==> config.mk <==
export PLATFORM = sky130hd
export DESIGN_NAME = edit_mode_ctrl
export DESIGN_NICKNAME = d
export VERILOG_FILES = /design/src/rtl/edit_mode_ctrl_pkg.sv /design/src/rtl/edit_mode_ctrl_tick_cnt.sv /design/src/rtl/edit_mode_ctrl.sv
export SDC_FILE = /design/constraint.sdc
export NUM_CORES = 1
export LEC_CHECK = 0
export BUFFER_PORTS_ARGS = -buffer_cell sky130_fd_sc_hd__buf_4
export CORE_MARGIN = 1.5
export CORE_UTILIZATION = 39
export CTS_BUF_LIST = sky130_fd_sc_hd__clkbuf_8
export DETAILED_ROUTE_END_ITERATION = 8
export HOLD_SLACK_MARGIN = 0.08
export PLACE_DENSITY_LB_ADDON = 0.08
export SYNTH_ARGS = -nofsm -noshare
export SYNTH_HDL_FRONTEND = slang
export SYNTH_SLANG_ARGS = --single-unit
==> constraint.sdc <==
create_clock -name clk -period 6.7 [get_ports clk]
set_input_delay 0.67 -clock clk [delete_from_list [all_inputs] [get_ports clk]]
set_output_delay 0.67 -clock clk [all_outputs]
set_load 0.02 [all_outputs]
==> src/rtl/edit_mode_ctrl_pkg.sv <==
// Shared types and constants for the user-edit session sequencer.
// Field codes follow the display order of the clock/date and timer groups.
package edit_mode_ctrl_pkg;

    typedef enum logic [1:0] {
        S_IDLE     = 2'd0,
        S_EDIT_CLK = 2'd1,
        S_EDIT_TMR = 2'd2,
        S_COMMIT   = 2'd3
    } state_e;

    localparam logic [2:0] F_SEG  = 3'd0;
    localparam logic [2:0] F_MIN  = 3'd1;
    localparam logic [2:0] F_HORA = 3'd2;
    localparam logic [2:0] F_DIA  = 3'd3;
    localparam logic [2:0] F_MES  = 3'd4;
    localparam logic [2:0] F_ANO  = 3'd5;

    localparam int unsigned N_CLK_FIELDS = 6;
    localparam int unsigned N_TMR_FIELDS = 3;

    function automatic logic [2:0] next_field(input logic [2:0] cur, input logic is_clk);
        logic [2:0] last;
        last = is_clk ? 3'(N_CLK_FIELDS - 1) : 3'(N_TMR_FIELDS - 1);
        return (cur >= last) ? F_SEG : cur + 3'd1;
    endfunction

endpackage

==> src/rtl/edit_mode_ctrl_tick_cnt.sv <==
// Period tick generator: down-counter reloaded to N-1, done pulses while enabled at zero.
// done ignores clr so a terminal count is never masked by a same-cycle restart.
module edit_tick_cnt #(
    parameter int unsigned N = 4
) (
    input  logic clk,
    input  logic reset,
    input  logic clr,
    input  logic en,
    output logic done
);

    localparam int unsigned W    = (N > 1) ? $clog2(N) : 1;
    localparam logic [W-1:0] LOAD = W'(N - 1);

    logic [W-1:0] cnt_q;
    logic [W-1:0] cnt_d;

    assign done = en && (cnt_q == '0);

    always_comb begin
        cnt_d = cnt_q;
        if (clr || done) begin
            cnt_d = LOAD;
        end else if (en) begin
            cnt_d = cnt_q - W'(1);
        end
    end

    always_ff @(posedge clk or negedge reset) begin
        if (!reset) begin
            cnt_q <= LOAD;
        end else begin
            cnt_q <= cnt_d;
        end
    end

endmodule

==> src/rtl/edit_mode_ctrl.sv <==
// User-edit session sequencer: selects user vs RTC data for the display mux,
// walks the edited field with a blink highlight, and commits via req/ack to the RTC writer.
//
//   state      | meaning
//   S_IDLE     | display shows RTC data; waits for a pending edit target and rtc_busy=0
//   S_EDIT_CLK | user edits clock/date fields 0..5
//   S_EDIT_TMR | user edits timer fields 0..2
//   S_COMMIT   | wr_req held to RTC writer until wr_ack; display keeps user data
module edit_mode_ctrl
    import edit_mode_ctrl_pkg::*;
#(
    parameter int unsigned BLINK_DIV   = 25_000_000,
    parameter int unsigned TIMEOUT_CYC = 1_500_000_000
) (
    input  logic       clk,
    input  logic       reset,
    input  logic       prog_clk_pls,
    input  logic       prog_tmr_pls,
    input  logic       next_pls,
    input  logic       ok_pls,
    input  logic       cancel_pls,
    input  logic       usr_activity,
    input  logic       rtc_busy,
    input  logic       wr_ack,
    output logic       En_Escr,
    output logic       En_clock,
    output logic [2:0] field_sel,
    output logic       blink,
    output logic       wr_req,
    output logic       wr_clk_sel,
    output logic       edit_abort
);

    state_e     state_q, state_d;
    logic       en_escr_q, en_escr_d;
    logic       en_clock_q, en_clock_d;
    logic [2:0] field_sel_q, field_sel_d;
    logic       blink_q, blink_d;
    logic       wr_req_q, wr_req_d;
    logic       wr_clk_sel_q, wr_clk_sel_d;
    logic       edit_abort_q, edit_abort_d;
    logic       pend_q, pend_d;
    logic       pend_clk_q, pend_clk_d;

    logic       is_edit;
    logic       blink_clr, blink_done;
    logic       to_clr, to_en, to_done;

    assign is_edit = (state_q == S_EDIT_CLK) || (state_q == S_EDIT_TMR);

    assign blink_clr = !is_edit || next_pls;
    assign to_en     = (state_q != S_IDLE);
    assign to_clr    = (state_q == S_IDLE) || (state_d != state_q) || usr_activity
                       || (is_edit && next_pls);

    edit_tick_cnt #(.N(BLINK_DIV)) u_blink_cnt (
        .clk   (clk),
        .reset (reset),
        .clr   (blink_clr),
        .en    (is_edit),
        .done  (blink_done)
    );

    edit_tick_cnt #(.N(TIMEOUT_CYC)) u_timeout_cnt (
        .clk   (clk),
        .reset (reset),
        .clr   (to_clr),
        .en    (to_en),
        .done  (to_done)
    );

    always_comb begin
        state_d      = state_q;
        en_escr_d    = en_escr_q;
        en_clock_d   = en_clock_q;
        field_sel_d  = field_sel_q;
        blink_d      = blink_q;
        wr_req_d     = wr_req_q;
        wr_clk_sel_d = wr_clk_sel_q;
        edit_abort_d = 1'b0;
        pend_d       = pend_q;
        pend_clk_d   = pend_clk_q;

        case (state_q)
            S_IDLE: begin
                en_escr_d    = 1'b0;
                en_clock_d   = 1'b0;
                field_sel_d  = F_SEG;
                blink_d      = 1'b0;
                wr_req_d     = 1'b0;
                wr_clk_sel_d = 1'b0;
                // Latest request wins; clock wins a same-cycle tie.
                if (prog_clk_pls || prog_tmr_pls) begin
                    pend_d     = 1'b1;
                    pend_clk_d = prog_clk_pls;
                end
                if (pend_d && !rtc_busy) begin
                    state_d    = pend_clk_d ? S_EDIT_CLK : S_EDIT_TMR;
                    en_escr_d  = 1'b1;
                    en_clock_d = pend_clk_d;
                    blink_d    = 1'b1;
                    pend_d     = 1'b0;
                    pend_clk_d = 1'b0;
                end
            end

            S_EDIT_CLK, S_EDIT_TMR: begin
                if (to_done || cancel_pls) begin
                    state_d      = S_IDLE;
                    edit_abort_d = 1'b1;
                    en_escr_d    = 1'b0;
                    en_clock_d   = 1'b0;
                    field_sel_d  = F_SEG;
                    blink_d      = 1'b0;
                end else if (ok_pls) begin
                    state_d      = S_COMMIT;
                    wr_req_d     = 1'b1;
                    wr_clk_sel_d = en_clock_q;
                    blink_d      = 1'b1;
                end else if (next_pls) begin
                    field_sel_d = next_field(field_sel_q, state_q == S_EDIT_CLK);
                    blink_d     = 1'b1;
                end else if (blink_done) begin
                    blink_d = ~blink_q;
                end
            end

            S_COMMIT: begin
                blink_d = 1'b1;
                // A timeout outranks a same-cycle ack: the session is reported as aborted.
                if (to_done || wr_ack) begin
                    state_d      = S_IDLE;
                    edit_abort_d = to_done;
                    en_escr_d    = 1'b0;
                    en_clock_d   = 1'b0;
                    field_sel_d  = F_SEG;
                    blink_d      = 1'b0;
                    wr_req_d     = 1'b0;
                    wr_clk_sel_d = 1'b0;
                end
            end

            default: begin
                state_d = S_IDLE;
            end
        endcase
    end

    always_ff @(posedge clk or negedge reset) begin
        if (!reset) begin
            state_q      <= S_IDLE;
            en_escr_q    <= 1'b0;
            en_clock_q   <= 1'b0;
            field_sel_q  <= F_SEG;
            blink_q      <= 1'b0;
            wr_req_q     <= 1'b0;
            wr_clk_sel_q <= 1'b0;
            edit_abort_q <= 1'b0;
            pend_q       <= 1'b0;
            pend_clk_q   <= 1'b0;
        end else begin
            state_q      <= state_d;
            en_escr_q    <= en_escr_d;
            en_clock_q   <= en_clock_d;
            field_sel_q  <= field_sel_d;
            blink_q      <= blink_d;
            wr_req_q     <= wr_req_d;
            wr_clk_sel_q <= wr_clk_sel_d;
            edit_abort_q <= edit_abort_d;
            pend_q       <= pend_d;
            pend_clk_q   <= pend_clk_d;
        end
    end

    assign En_Escr    = en_escr_q;
    assign En_clock   = en_clock_q;
    assign field_sel  = field_sel_q;
    assign blink      = blink_q;
    assign wr_req     = wr_req_q;
    assign wr_clk_sel = wr_clk_sel_q;
    assign edit_abort = edit_abort_q;

endmodule

Word level (Yosys, flattened, before mapping)
Index checks and enable logic that the tools add are counted.
Storage, ports and cells
  output and inout bits: 9
  register bits: 69
  bits of input ports: 10
  word-level logic and storage cells: 98
Operators by class
  multiplexer cells: 44
  bitwise logic cells: 1
  add/sub/neg operators: 3
  equality and inequality tests: 11
  order comparisons: 1
  reductions and logical operators: 26
Operators by type and width (number)
  2-to-1 mux 31 bit: 2
  2-to-1 mux 25 bit: 2
  logical NOT 31 bit: 1
  subtractor 31 x 1 -> 31 bit, second input constant: 1
  logical NOT 25 bit: 1
  subtractor 25 x 1 -> 25 bit, second input constant: 1
  2-to-1 mux 1 bit: 21
  2-to-1 mux 3 bit: 6
  one-hot mux 1 bit (3 select lines): 5
  logical OR 1 bit: 10
  2-to-1 mux 2 bit: 5
  one-hot mux 3 bit (3 select lines): 1
  != test 2 bit, second input constant: 4
  != test 3 bit, second input constant: 2
  one-hot mux 2 bit (3 select lines): 1
  AND reduction 3 bit: 2
  nonzero test 2 bit: 3
  != test 5 x 4 -> 1 bit, second input constant: 1
  == test 2 bit, second input constant: 2
  logical AND 1 bit: 4
  adder 3 x 1 -> 3 bit, second input constant: 1
  greater-or-equal comparator 3 bit: 1
  == test 2 x 1 -> 1 bit, second input constant: 1
  logical NOT 1 bit: 2
  other kinds (6): 6

Logic depth before layout (Yosys ltp)
Gate-level depths: netlist (run 1).
  depth in word-level cells: 12
  mapped depth: 9
  mapped depth without buffers: 9

Modules after synthesis
A second synthesis (run 1) with hierarchy kept.
Unflattened totals
  cell total of the unflattened synthesis: 405
  area total of the unflattened synthesis: 4022.6 um2
Modules (own cells, without submodules)
  edit_tick_cnt (u_timeout_cnt): cells each 178, area an instance 1742.9 um2, sequential area each 799.5 um2, instances 1
  edit_tick_cnt (u_blink_cnt): cells each 133, area an instance 1382.6 um2, sequential area each 646.9 um2, instances 1
  edit_mode_ctrl: cells each 94, area an instance 897.1 um2, sequential area each 325.3 um2, instances 1

Worst setup path before layout (run 1)
No wires, ideal clock.
  path kind: reg2reg
  start point: register u_timeout_cnt.cnt_q[20]
  end point: register en_clock_q, in the netlist En_clock
  clock period less this slack: 2790 ps
  arrival time: 2665 ps
  data required time: 6575 ps
  slack: 3910 ps
  setup time: 125 ps
  cell stages (with the launch flop): 7
  buffers on the path: 1
  cell sequence: dfrtp_1 > or4_4 > or4_4 > buf_6 > nor4_2 > a21o_2 > mux2_2
Between the ends
  longest elaborated chain between the ends: 5
  elaborated cells between the ends (all ways): 7
  those cells by class: 2 x eq/ne; 5 x reduce/logical
RTL lines
  start: declaration: RTL line edit_mode_ctrl_tick_cnt.sv:16  | logic [W-1:0] cnt_q;
  start signal: assignment: RTL line edit_mode_ctrl_tick_cnt.sv:34  | cnt_q <= cnt_d;
  logical NOT 31 bit (*): RTL line edit_mode_ctrl_tick_cnt.sv:19  | assign done = en && (cnt_q == '0);
  logical AND 1 bit (*): RTL line edit_mode_ctrl_tick_cnt.sv:19
  logical OR 1 bit (on tied branches): RTL line edit_mode_ctrl.sv:131, edit_mode_ctrl.sv:108
  != test 2 bit (no source line)
  AND reduction 2 bit (no source line) (*)
  end signal: assignment: RTL line edit_mode_ctrl.sv:164  | en_clock_q <= en_clock_d;
  end: declaration: RTL line edit_mode_ctrl.sv:36  | logic en_clock_q, en_clock_d;
Mark *: on every way between the ends. The rest lies on a longest branch, timed or not.
A chain may end at the register's enable or synchronous reset.

Worst setup path in the final report (run 1)
  start point: register u_blink_cnt.cnt_q[0]
  end point: register blink_q, in the netlist blink
Between the ends
  longest elaborated chain between the ends: 3
RTL lines
  start: declaration: RTL line edit_mode_ctrl_tick_cnt.sv:16
  start signal: assignment: RTL line edit_mode_ctrl_tick_cnt.sv:34
  logical NOT 25 bit: RTL line edit_mode_ctrl_tick_cnt.sv:19
  logical AND 1 bit: RTL line edit_mode_ctrl_tick_cnt.sv:19
  != test 5 x 4 -> 1 bit (no source line)
  end signal: assignment: RTL line edit_mode_ctrl.sv:166  | blink_q <= blink_d;
  end: declaration: RTL line edit_mode_ctrl.sv:38  | logic blink_q, blink_d;
No other way between the ends.

==> results.md, run 1 <==
- Layout cells sized above 1: 22.2%
- Pleak: 0.00152 uW
- First-pass GRT wire length: 12600 um
- IO Pins: 19
- Cell count after synthesis: 368
- Synthesized area: 3640 um^2
- Number of synthesized register bits: 69
- Fin cells: 503
- Area grow syn2layout: 10.9%
- CP Data Arrival Time: 3.38 ns
- Gr ovfl total: 0
- Period utilisation layout: 46.9%
- Max Buffers Root-to-Sink: 2
- Element type at the critical path start: flop
- Initial Utilization: 39.8%
- Vias: 2626
- DR iter-0 viols: 79
- CP startpoint: u_blink_cnt.cnt_q[0]
- DR DRC count: 0
- Placer Congestion: 0.798
- Internal power: 711 uW
- Initial antenna violation count: 0
- Seq pwr share: 44.8%
- VDD IR max: 0.000104 V
- Setup bufs post-CTS: 0
- Input/output buffers: 18
- Setup TNS: 0 ns
- Antenna-violating nets left: 0
- H-tree lvl count: 3
- DP Wirelength: 4780 um
- Minimum clock period: 3.15 ns
- Clk Latency, worst-skew pair: 0.34 ns
- CP endpoint kind: flop
- Via density: 5.22
- Status: complete, no violations
- Total power: 1080 uW
- Worst Tran Pin Value: 1.11 ns
- CP cell instances: inv_1 -> ha_1 -> or4b_2 -> nand2b_1 -> o31ai_1 -> nor4_1 -> mux2_2
- WP buf/inv: 1
- Synth cell types: 49
- Post-synth EDFFs: 0
- Relative slew margins: 25.3%
- DIE AREA: 9920 um^2
- Core ar.: 9150 um^2
- Worst min path class: primary input to async pin
- Family with the most delay on the worst path: simple AND/OR/NAND/NOR gates
- Drt wl/cell: 14.2 um
- Clock skew: 0.0106 ns
- Worst r2r src: u_blink_cnt.cnt_q[0]
- Placed cell count: 487
- GRT Total Usage: 16.1%
- Critical path peak fanout: 10
- Root Buffer: clkbuf_8
- Final Max Tran Viols: 0
- RSZ-0062 raised after global routing: no
- Post-CTS Hold Fix Bufs: 0
- Number of global-route vias before repair: 2650
- Die Width: 99.6 um
- Asr flop ratio synth: 100%
- Combinational power share: 26.9%
- Largest net degree at the start of global routing: 70
- Die Ht: 99.6 um
- Final setup fails: 0
- CTS buffer count: 9
- CP max-delay cell: o31ai_1
- Peak per-stage delay on the critical path: 1.00 ns
- Hold Violations, Final: 0
- Crit path required time: 6.93 ns
- Sw Share: 34.0%
- Num rows: 35
- Power per cell area: 267 nW/um^2
- FMAX: 318 MHz
- # diodes: 0
- Sequential area share after synthesis: 48.7%
- Drt first pass iters: 4
- Sw power: 366 uW
- Post-CTS sizing: 0
- Syn avg cell area: 9.89 um^2
- Fillers: 905
- Crit Path Class: flop to flop
- Final nets: 408
- CTS tree: built
- DRT Wirelength: 7130 um
- CTS sink count: 69
- Syn nets: 389
- Max_cap viols: 0
- Clock power share: 28.4%
- Top FF cell, synth: dfstp_2
- Clk slew on worst S/H paths: 0.07 ns
- Warning count from the yosys run: 0
-- power by group through the flow --
| stage | logic (uW) | clock network, uW | registers [uW] |
|---|---|---|---|
| 2_1_floorplan | 191 | 0 | 497 |
| 3_3_place_gp | 295 | 0 | 489 |
| 3_5_place_dp | 295 | 0 | 489 |
| 4_1_cts | 296 | 316 | 483 |
| 5_1_grt | 334 | 332 | 487 |
| 6_report | 289 | 305 | 482 |
-- cell usage after synthesis (4+ instances only) --
library cell | n | share of area [%]
xnor2_1 | 38 | 9.1
ha_1 | 11 | 3.8
o21ai_0 | 14 | 1.9
nand2b_1 | 5 | 0.86
dfrtp_1 | 33 | 23
or3_1 | 5 | 0.86
inv_1 | 14 | 1.4
xor2_1 | 6 | 1.4
nor2_1 | 39 | 4.0
a21oi_1 | 10 | 1.4
clkbuf_1 | 5 | 0.52
o31ai_1 | 4 | 0.82
or2_2 | 4 | 0.69
nand2_1 | 41 | 4.2
mux2_2 | 4 | 1.2
nor4_1 | 18 | 3.1
nand3_1 | 7 | 0.96
nor3_1 | 18 | 2.5
or4_1 | 7 | 1.4
nor2b_1 | 4 | 0.69
dfstp_2 | 36 | 26
-- cell usage in the layout, fill, tap and decap left out, drive strengths merged, types with 2 or more instances in the layout --
cell type | synthesis | final
a21oi | 10 | 10
or4 | 9 | 9
nand2b | 5 | 5
nor3 | 18 | 18
a211o | 2 | 2
dfstp | 36 | 36
nor4b | 2 | 2
nand2 | 41 | 41
o311ai | 2 | 2
o21ai | 14 | 14
xnor2 | 38 | 38
nand3b | 3 | 3
a22oi | 2 | 2
o31ai | 4 | 4
ha | 11 | 11
or2 | 4 | 4
dfrtp | 33 | 33
nor2b | 4 | 4
mux2 | 4 | 4
clkbuf | 5 | 11
nand3 | 7 | 7
nor4 | 20 | 20
inv | 14 | 15
o211ai | 3 | 3
nor2 | 39 | 39
xor2 | 6 | 6
or3 | 6 | 6
buf | 6 | 19
o41ai | 3 | 3
a21o | 4 | 4
clkinv | 0 | 3
-- worst register-to-register path, cell delays in order (launching register included) --
cell	delay, ns
dfstp_2	0.38
inv_1	0.05
ha_1	0.19
or4b_2	0.65
nand2b_1	0.34
o31ai_1	1.00
nor4_1	0.12
mux2_2	0.31
-- metrics by stage --
step           hold slack, ns  util, %  instance area [um^2]  setup slack (ns)
4_1_cts                 0.476     44.1                  4040              3.49
5_1_grt                 0.487     44.1                  4040              3.19
2_1_floorplan           0.374        -                  3640              3.91
3_3_place_gp            0.451     42.2                  3860              3.58
6_report                0.434     44.1                  4040              3.55
3_5_place_dp            0.456     42.2                  3860              3.51
-- sequential cells by signal (all words and copies together) (netlist names), 2 cells and up --
| name | flops |
|---|---|
| field_sel | 3 |
| state_q | 2 |
| u_blink_cnt.cnt_q | 25 |
| u_timeout_cnt.cnt_q | 31 |
-- path summary, 6_finish.rpt --
check	endpoint	slack [ns]	cells after the start
max reg2reg	blink	3.55	7
max	blink	3.55	7
min in group clk	u_blink_cnt.cnt_q[0]	0.47	1
max in group asynchronous	u_timeout_cnt.cnt_q[23]	5.69	1
min reg2reg	u_blink_cnt.cnt_q[0]	0.47	1
min	pend_q	0.43	1
-- logic make-up after synthesis --
logic type                 after synthesis  share of synthesized area [%]
muxes                                    5                           1.51
xor gates and xnor gates                44                           10.6
and+or+nand+nor                        165                           23.4
buffers and inverters                   25                           3.20
AOI/OAI and AO/OA                       49                           8.87
DFF                                     69                           48.7
adders and majority gates               11                           3.78
-- cell type report --
cell class              instances  area (um^2)  share of cell area (%)
clock buffers                  11          151                    3.75
clock inverters                 5         26.3                   0.651
inverters                      14         52.6                    1.30
multi-input cells             274         1750                    43.4
flip-flops and latches         69         1770                    43.9
well taps                     111          139                    3.44
repair buffers                 19          143                    3.53
-- layer usage --
| layer | up-vias | share of wire [%] | wire length, um | global-route usage, % |
|---|---|---|---|---|
| met1 | 1268 | 52 | 3710 | 22.3 |
| met2 | 20 | 44 | 3140 | 24.9 |
| met3 | 11 | 2.0 | 143 | 3.02 |
| met5 | - | 0 | 0 | 0 |
| met4 | 0 | 1.9 | 133 | 6.83 |
| li1 | 1327 | - | - | - |
(Power assumes the default switching activity.)
==> run 2: changes to the inputs <==
ABC_AREA = 1   (was unset)
clock period = 3.2 ns   (was 6.7 ns; I/O delays follow)
==> results.md, run 2 <==
- Register bank with the most flops: u_timeout_cnt.cnt_q (unchanged)
- Final nets: 540 (was 408)
- DP Wirelength: 6250 um (was 4780 um)
- Seq pwr share: 37.8% (was 44.8%)
- H-tree lvl count: 3 (unchanged)
- Power per cell area: 592 nW/um^2 (was 267 nW/um^2)
- Initial antenna violation count: 0 (unchanged)
- Post-CTS sizing: 0 (unchanged)
- Relative slew margins: 42.6% (was 25.3%)
- Cell area after placement: 4390 um^2 (was 3860 um^2)
- Register area: 1770 um^2 (unchanged)
- DR DRC count: 0 (unchanged)
- Synth top cells by count: nand2_1 (87), nor2_1 (61), inv_1 (59) (was nand2_1 (41), nor2_1 (39), xnor2_1 (38))
- Most frequent cells in the layout: nand2_1 (87), nor2_1 (61), inv_1 (60) (was nand2_1 (41), nor2_1 (39), xnor2_1 (38))
- Finished Cell Area: 4600 um^2 (was 4040 um^2)
- Largest net degree at the start of global routing: 70 (unchanged)
- Num rows: 37 (was 35)
- Vias: 3069 (was 2626)
- IO Pins: 19 (unchanged)
- Setup TNS: 0 ns (unchanged)
- Number of synthesized register bits: 69 (unchanged)
- Input/output buffers: 18 (unchanged)
- VDD IR max: 0.000472 V (was 0.000104 V)
- Largest family of logic cells by synthesized area: simple AND/OR/NAND/NOR gates (unchanged)
- Synth cell types: 37 (was 49)
- Max Buffers Root-to-Sink: 2 (unchanged)
- # diodes: 0 (unchanged)
- Post-CTS Hold Fix Bufs: 0 (unchanged)
- Via density: 4.65 (was 5.22)
- Combinational power share: 34.3% (was 26.9%)
- XOR/XNOR Fraction of Synth Area: 8.91% (was 10.6%)
- CTS buffer count: 9 (unchanged)
- Placed cell count: 644 (was 487)
- Total power: 2720 uW (was 1080 uW)
- Final Max Tran Viols: 0 (unchanged)
- CP endpoint kind: flop (unchanged)
- Drt first pass iters: 4 (unchanged)
- DRT Wirelength: 8610 um (was 7130 um)
- DR iter-0 viols: 113 (was 79)
- Gr ovfl total: 0 (unchanged)
- Element type at the critical path start: flop (unchanged)
- Simple-Gate Fraction of Synth Area: 33.1% (was 23.4%)
- Sequential area share after synthesis: 42.9% (was 48.7%)
- Max reg flops: 31 (unchanged)
- Fin cells: 660 (was 503)
- Sw power: 1060 uW (was 366 uW)
- Internal power: 1660 uW (was 711 uW)
- Post-synthesis mux area share: 0.242% (was 1.51%)
- Die Ht: 106 um (was 99.6 um)
- Clock skew: 0.0144 ns (was 0.0106 ns)
- Top-count cell post-synth: nand2_1 (unchanged)
- Post-synth EDFFs: 0 (unchanged)
- Post-Synth Adder-Cell Area: 3.33% (was 3.78%)
- Root Buffer: clkbuf_8 (unchanged)
- Worst Tran Pin Value: 0.861 ns (was 1.11 ns)
- Antenna-violating nets left: 0 (unchanged)
- Crit Path Class: flop to flop (unchanged)
- Drt wl/cell: 13.0 um (was 14.2 um)
- Syn avg cell area: 8.36 um^2 (was 9.89 um^2)
- FMAX: 409 MHz (was 318 MHz)
- Warning count from the yosys run: 0 (unchanged)
- R2R cell count: 11 (was 7)
- Placer Congestion: 0.781 (was 0.798)
- Clk slew on worst S/H paths: 0.08 ns (was 0.07 ns)
- Largest area contributor in the netlist: dfstp_2 (unchanged)
- Multi-input gate area: 2020 um^2 (was 1750 um^2)
- Syn nets: 515 (was 389)
- Status: complete, no violations (unchanged)
- DIE AREA: 11200 um^2 (was 9920 um^2)
- Cell count after synthesis: 494 (was 368)
- Synth top area share: 22.9% (was 26.0%)
- CTS tree: built (unchanged)
- Number of global-route vias before repair: 3113 (was 2650)
- Initial Utilization: 40.2% (was 39.8%)
- Worst min path class: primary input to async pin (unchanged)
- Pleak: 0.00208 uW (was 0.00152 uW)
- Setup bufs post-CTS: 0 (unchanged)
- Asr flop ratio synth: 100% (unchanged)
- Period utilisation layout: 76.4% (was 46.9%)
- Core ar.: 10300 um^2 (was 9150 um^2)
- Minimum clock period: 2.44 ns (was 3.15 ns)
- Synthesized area: 4130 um^2 (was 3640 um^2)
- Worst r2r src: state_q[1] (was u_blink_cnt.cnt_q[0])
- Fillers: 1034 (was 905)
- CP Data Arrival Time: 2.72 ns (was 3.38 ns)
- R2R setup slack: 0.76 ns (was 3.55 ns)
- Commonest non-fill, non-tap cell in the layout: nand2_1 (unchanged)
- Die Width: 106 um (was 99.6 um)
- Max_cap viols: 0 (unchanged)
- Clock power share: 27.9% (was 28.4%)
- Area grow syn2layout: 11.4% (was 10.9%)
- Synth Area in Compound Gates: 3.39% (was 8.87%)
- CTS sink count: 69 (unchanged)
- R2R Path End: u_timeout_cnt.cnt_q[0] (was blink)
- Hold Violations, Final: 0 (unchanged)
- Crit path required time: 3.47 ns (was 6.93 ns)
- Final setup fails: 0 (unchanged)
- GRT Total Usage: 16.9% (was 16.1%)
- Sw Share: 38.8% (was 34.0%)
- Layout cells sized above 1: 27.3% (was 22.2%)
- Largest cells by area after synthesis: dfstp_2 (23%), dfrtp_1 (20%), nand2_1 (7.9%) (was dfstp_2 (26%), dfrtp_1 (23%), xnor2_1 (9.1%))
- First-pass GRT wire length: 14900 um (was 12600 um)
- Worst hold slack: 0.0811 ns (was 0.434 ns)
- Top FF cell, synth: dfstp_2 (unchanged)
- Critical path peak fanout: 19 (was 10)
- RSZ-0062 raised after global routing: no (unchanged)
- Clk Latency, worst-skew pair: 0.36 ns (was 0.34 ns)
[run 2: worst max-delay path, cell delays in order, from the launching register on]
cell,delay (ns)
dfrtp_1,0.43
inv_1,0.18
ha_1,0.36
nor2_1,0.09
nand2_1,0.08
nor2_2,0.06
nand2_4,0.09
o21ai_0,0.14
nor3_2,0.21
nand3_4,0.25
nor2_8,0.37
nand2_1,0.10
[run 2: how the worst max path moves through the flow]
| stage | slack (ns) | from | to | depth (start not counted) |
|---|---|---|---|---|
| final | 0.76 | state_q[1] | u_timeout_cnt.cnt_q[0] | 11 |
| after global routing | 0.51 | state_q[1] | u_timeout_cnt.cnt_q[1] | 13 |
| after CTS | 0.71 | state_q[1] | u_timeout_cnt.cnt_q[2] | 11 |
| after detailed placement | 0.73 | state_q[1] | u_timeout_cnt.cnt_q[2] | 11 |
| after global placement | 0.88 | state_q[1] | u_timeout_cnt.cnt_q[1] | 13 |
| after floorplan | 1.21 | state_q[0] | u_timeout_cnt.cnt_q[8] | 13 |
[run 2: kinds of logic (layout without fill, tap and decap cells)]
| family | count (synthesis) | in the layout |
|---|---|---|
| and+or+nand+nor | 266 | 266 |
| muxes | 1 | 1 |
| xor gates and xnor gates | 42 | 42 |
| DFF | 69 | 69 |
| adders and majority gates | 11 | 11 |
| buffers and inverters | 81 | 111 |
| AOI/OAI and AO/OA | 24 | 24 |
[run 2: power groups by stage]
stage / Sequential, uW / Combinational [uW] / Clock (uW)
6_report: 1030 / 933 / 760
3_3_place_gp: 1040 / 926 / 0
2_1_floorplan: 1080 / 702 / 0
3_5_place_dp: 1040 / 951 / 0
5_1_grt: 1040 / 1050 / 820
4_1_cts: 1030 / 952 / 789
[run 2: area by class of cell]
cell class	count	area share (%)
inverters	77	6.28
clock buffers	12	3.59
multi-input cells	344	44.0
clock inverters	4	1.01
repair buffers	18	2.94
well taps	136	3.70
flip-flops and latches	69	38.5
[run 2: metrics by stage]
stage | utilization, % | worst slack, ns
2_1_floorplan | - | 1.21
3_3_place_gp | 42.7 | 0.882
3_5_place_dp | 42.7 | 0.725
4_1_cts | 44.8 | 0.711
5_1_grt | 44.8 | 0.509
6_report | 44.8 | 0.756
[run 2: layer usage]
layer	wire length, um	part of all wire (%)	track usage (%)
met1	4290	50	22.3
met3	272	3.2	5.03
met5	0	0	0
met4	76	0.88	4.05
met2	3970	46	27.1
==> run 3: changes to the inputs <==
clock period = 2.11 ns   (was 3.2 ns; I/O delays follow)
==> results.md, run 3 (same netlist as run 2, synthesis figures left out) <==
- # diodes: 0 (unchanged)
- Die Width: 106 um (unchanged)
- Core ar.: 10300 um^2 (unchanged)
- Element type at the critical path start: flop (unchanged)
- H-tree lvl count: 3 (unchanged)
- Vias: 3165 (was 3069)
- Crit path required time: 2.41 ns (was 3.47 ns)
- Clk Latency, worst-skew pair: 0.36 ns (about the same)
- CTS buffer count: 9 (unchanged)
- Max Buffers Root-to-Sink: 2 (unchanged)
- Root Buffer: clkbuf_8 (unchanged)
- Setup TNS: 0 ns (unchanged)
- Final worst setup slack: 0.111 ns (was 0.756 ns)
- Critical path peak fanout: 7 (was 19)
- Largest net degree at the start of global routing: 37 (was 70)
- Drt first pass iters: 6 (was 4)
- Commonest non-fill, non-tap cell in the layout: nand2_1 (unchanged)
- Drt wl/cell: 13.1 um (was 13.0 um)
- Initial Utilization: 40.2% (unchanged)
- DR iter-0 viols: 118 (was 113)
- Minimum clock period: 2.00 ns (was 2.44 ns)
- Pleak: 0.00218 uW (was 0.00208 uW)
- Relative slew margins: 67.6% (was 42.6%)
- Hold Violations, Final: 0 (unchanged)
- Register bank with the most flops: u_timeout_cnt.cnt_q (unchanged)
- Via density: 4.64 (was 4.65)
- Clk slew on worst S/H paths: 0.08 ns (about the same)
- First-pass GRT wire length: 15100 um (was 14900 um)
- Num rows: 37 (unchanged)
- Gr ovfl total: 0 (unchanged)
- IO Pins: 19 (unchanged)
- Period utilisation layout: 94.7% (was 76.4%)
- Input/output buffers: 18 (unchanged)
- CP Data Arrival Time: 2.30 ns (was 2.72 ns)
- Placed cell count: 662 (was 644)
- Fin cells: 682 (was 660)
- Clock skew: 0.00716 ns (was 0.0144 ns)
- Max reg flops: 31 (unchanged)
- Worst min path class: primary input to flop (was primary input to async pin)
- Placer Congestion: 0.807 (was 0.781)
- CTS tree: built (unchanged)
- Antenna-violating nets left: 0 (unchanged)
- Worst Tran Pin Value: 0.482 ns (was 0.861 ns)
- Setup slack after placement: 0.00352 ns (was 0.725 ns)
- Final nets: 562 (was 540)
- CP endpoint kind: flop (unchanged)
- FMAX: 500 MHz (was 409 MHz)
- Final Max Tran Viols: 0 (unchanged)
- Most frequent cells in the layout: nand2_1 (82), nor2_1 (61), inv_1 (57) (was nand2_1 (87), nor2_1 (61), inv_1 (60))
- Layout cells sized above 1: 31.9% (was 27.3%)
- DRT Wirelength: 8950 um (was 8610 um)
- GRT Total Usage: 17.2% (was 16.9%)
- Area grow syn2layout: 17.2% (was 11.4%)
- DP Wirelength: 6510 um (was 6250 um)
- Crit Path Class: flop to flop (unchanged)
- Power per cell area: 899 nW/um^2 (was 592 nW/um^2)
- DR DRC count: 0 (unchanged)
- CTS sink count: 69 (unchanged)
- Initial antenna violation count: 0 (unchanged)
- VDD IR max: 0.000681 V (was 0.000472 V)
- Final setup fails: 0 (unchanged)
- Die Ht: 106 um (unchanged)
- DIE AREA: 11200 um^2 (unchanged)
- Status: complete, no violations (unchanged)
- Number of global-route vias before repair: 3157 (was 3113)
- Max_cap viols: 0 (unchanged)
==> run 3: cell types whose count changed in the layout (fill, tap and decap cells not counted), moves of 3 or more <==
| cell | previous run | this run |
|---|---|---|
| buf_12 | 0 | 3 |
| buf_4 | 18 | 33 |
| clkbuf_8 | 12 | 9 |
| inv_1 | 60 | 57 |
| nand2_1 | 87 | 82 |
| nand2_2 | 20 | 25 |
==> run 3: layout make-up <==
cell class / count / area [um^2]
clock inverter: 7 / 48.8
sequential: 69 / 1770
tap: 136 / 170
multi-input combinational: 344 / 2070
timing repair buffer: 40 / 365
clock buffer: 9 / 124
inverter: 77 / 289
fill: 1052 / 5440
==> run 3: final timing paths <==
check	startpoint	slack, ns	to	cells after the start
worst max-delay path	u_timeout_cnt.cnt_q[0]	0.11	u_timeout_cnt.cnt_q[30]	15
worst min-delay path	rtc_busy	0.11	pend_q	3
worst max register to register	u_timeout_cnt.cnt_q[0]	0.11	u_timeout_cnt.cnt_q[30]	15
worst min register to register	u_blink_cnt.cnt_q[0]	0.46	u_blink_cnt.cnt_q[0]	1
max in group asynchronous	reset	1.17	u_timeout_cnt.cnt_q[11]	3
min in group asynchronous	reset	0.33	u_timeout_cnt.cnt_q[25]	2
==> run 3: power by group <==
part	internal, uW	switching [uW]	leakage [uW]	total, uW
sequential	1470	73.2	0.000828	1540
combinational	682	1130	0.00127	1810
clock	430	568	0.0000898	998
==> run 3: what timing repair did <==
item                                    CTS  global route
hold buffers                              1             0
cloned                                    0             1
resized for setup                         0            16
buffers inserted                          2             0
pin swaps                                 1            10
hold endpoints to repair                  9             0
endpoints found under the setup margin    2            34
==> run 3: critical path: stages, from the launching register on <==
cell	delay (ns)
dfstp_2	0.54
inv_2	0.07
ha_4	0.16
nand2_2	0.05
nor2_1	0.04
nand2_1	0.07
nor2_2	0.05
nand2_4	0.08
nand3_1	0.08
nand3_1	0.12
nand2_1	0.10
nand2_2	0.10
nand2_4	0.07
nor2_8	0.17
clkbuf_16	0.18
nand2_2	0.04
==> run 3: stage by stage <==
| stage | utilization [%] | power [uW] | cell area, um^2 | hold WS [ns] |
|---|---|---|---|---|
| 6_report | 47.1 | 4350 | 4840 | 0.106 |
| 5_1_grt | 47.1 | 4650 | 4840 | 0.100 |
| 4_1_cts | 46.3 | 4290 | 4760 | 0.0861 |
| 3_5_place_dp | 44.1 | 3190 | 4540 | 0.196 |
| 3_3_place_gp | 44.1 | 3190 | 4540 | 0.194 |
| 2_1_floorplan | - | 2700 | 4130 | -0.0846 |
==> run 3: layer usage <==
layer	routed length [um]	global-route usage, %
met1	4520	23.3
met2	4040	27.3
met3	231	3.49
met4	152	6.66
met5	0	0
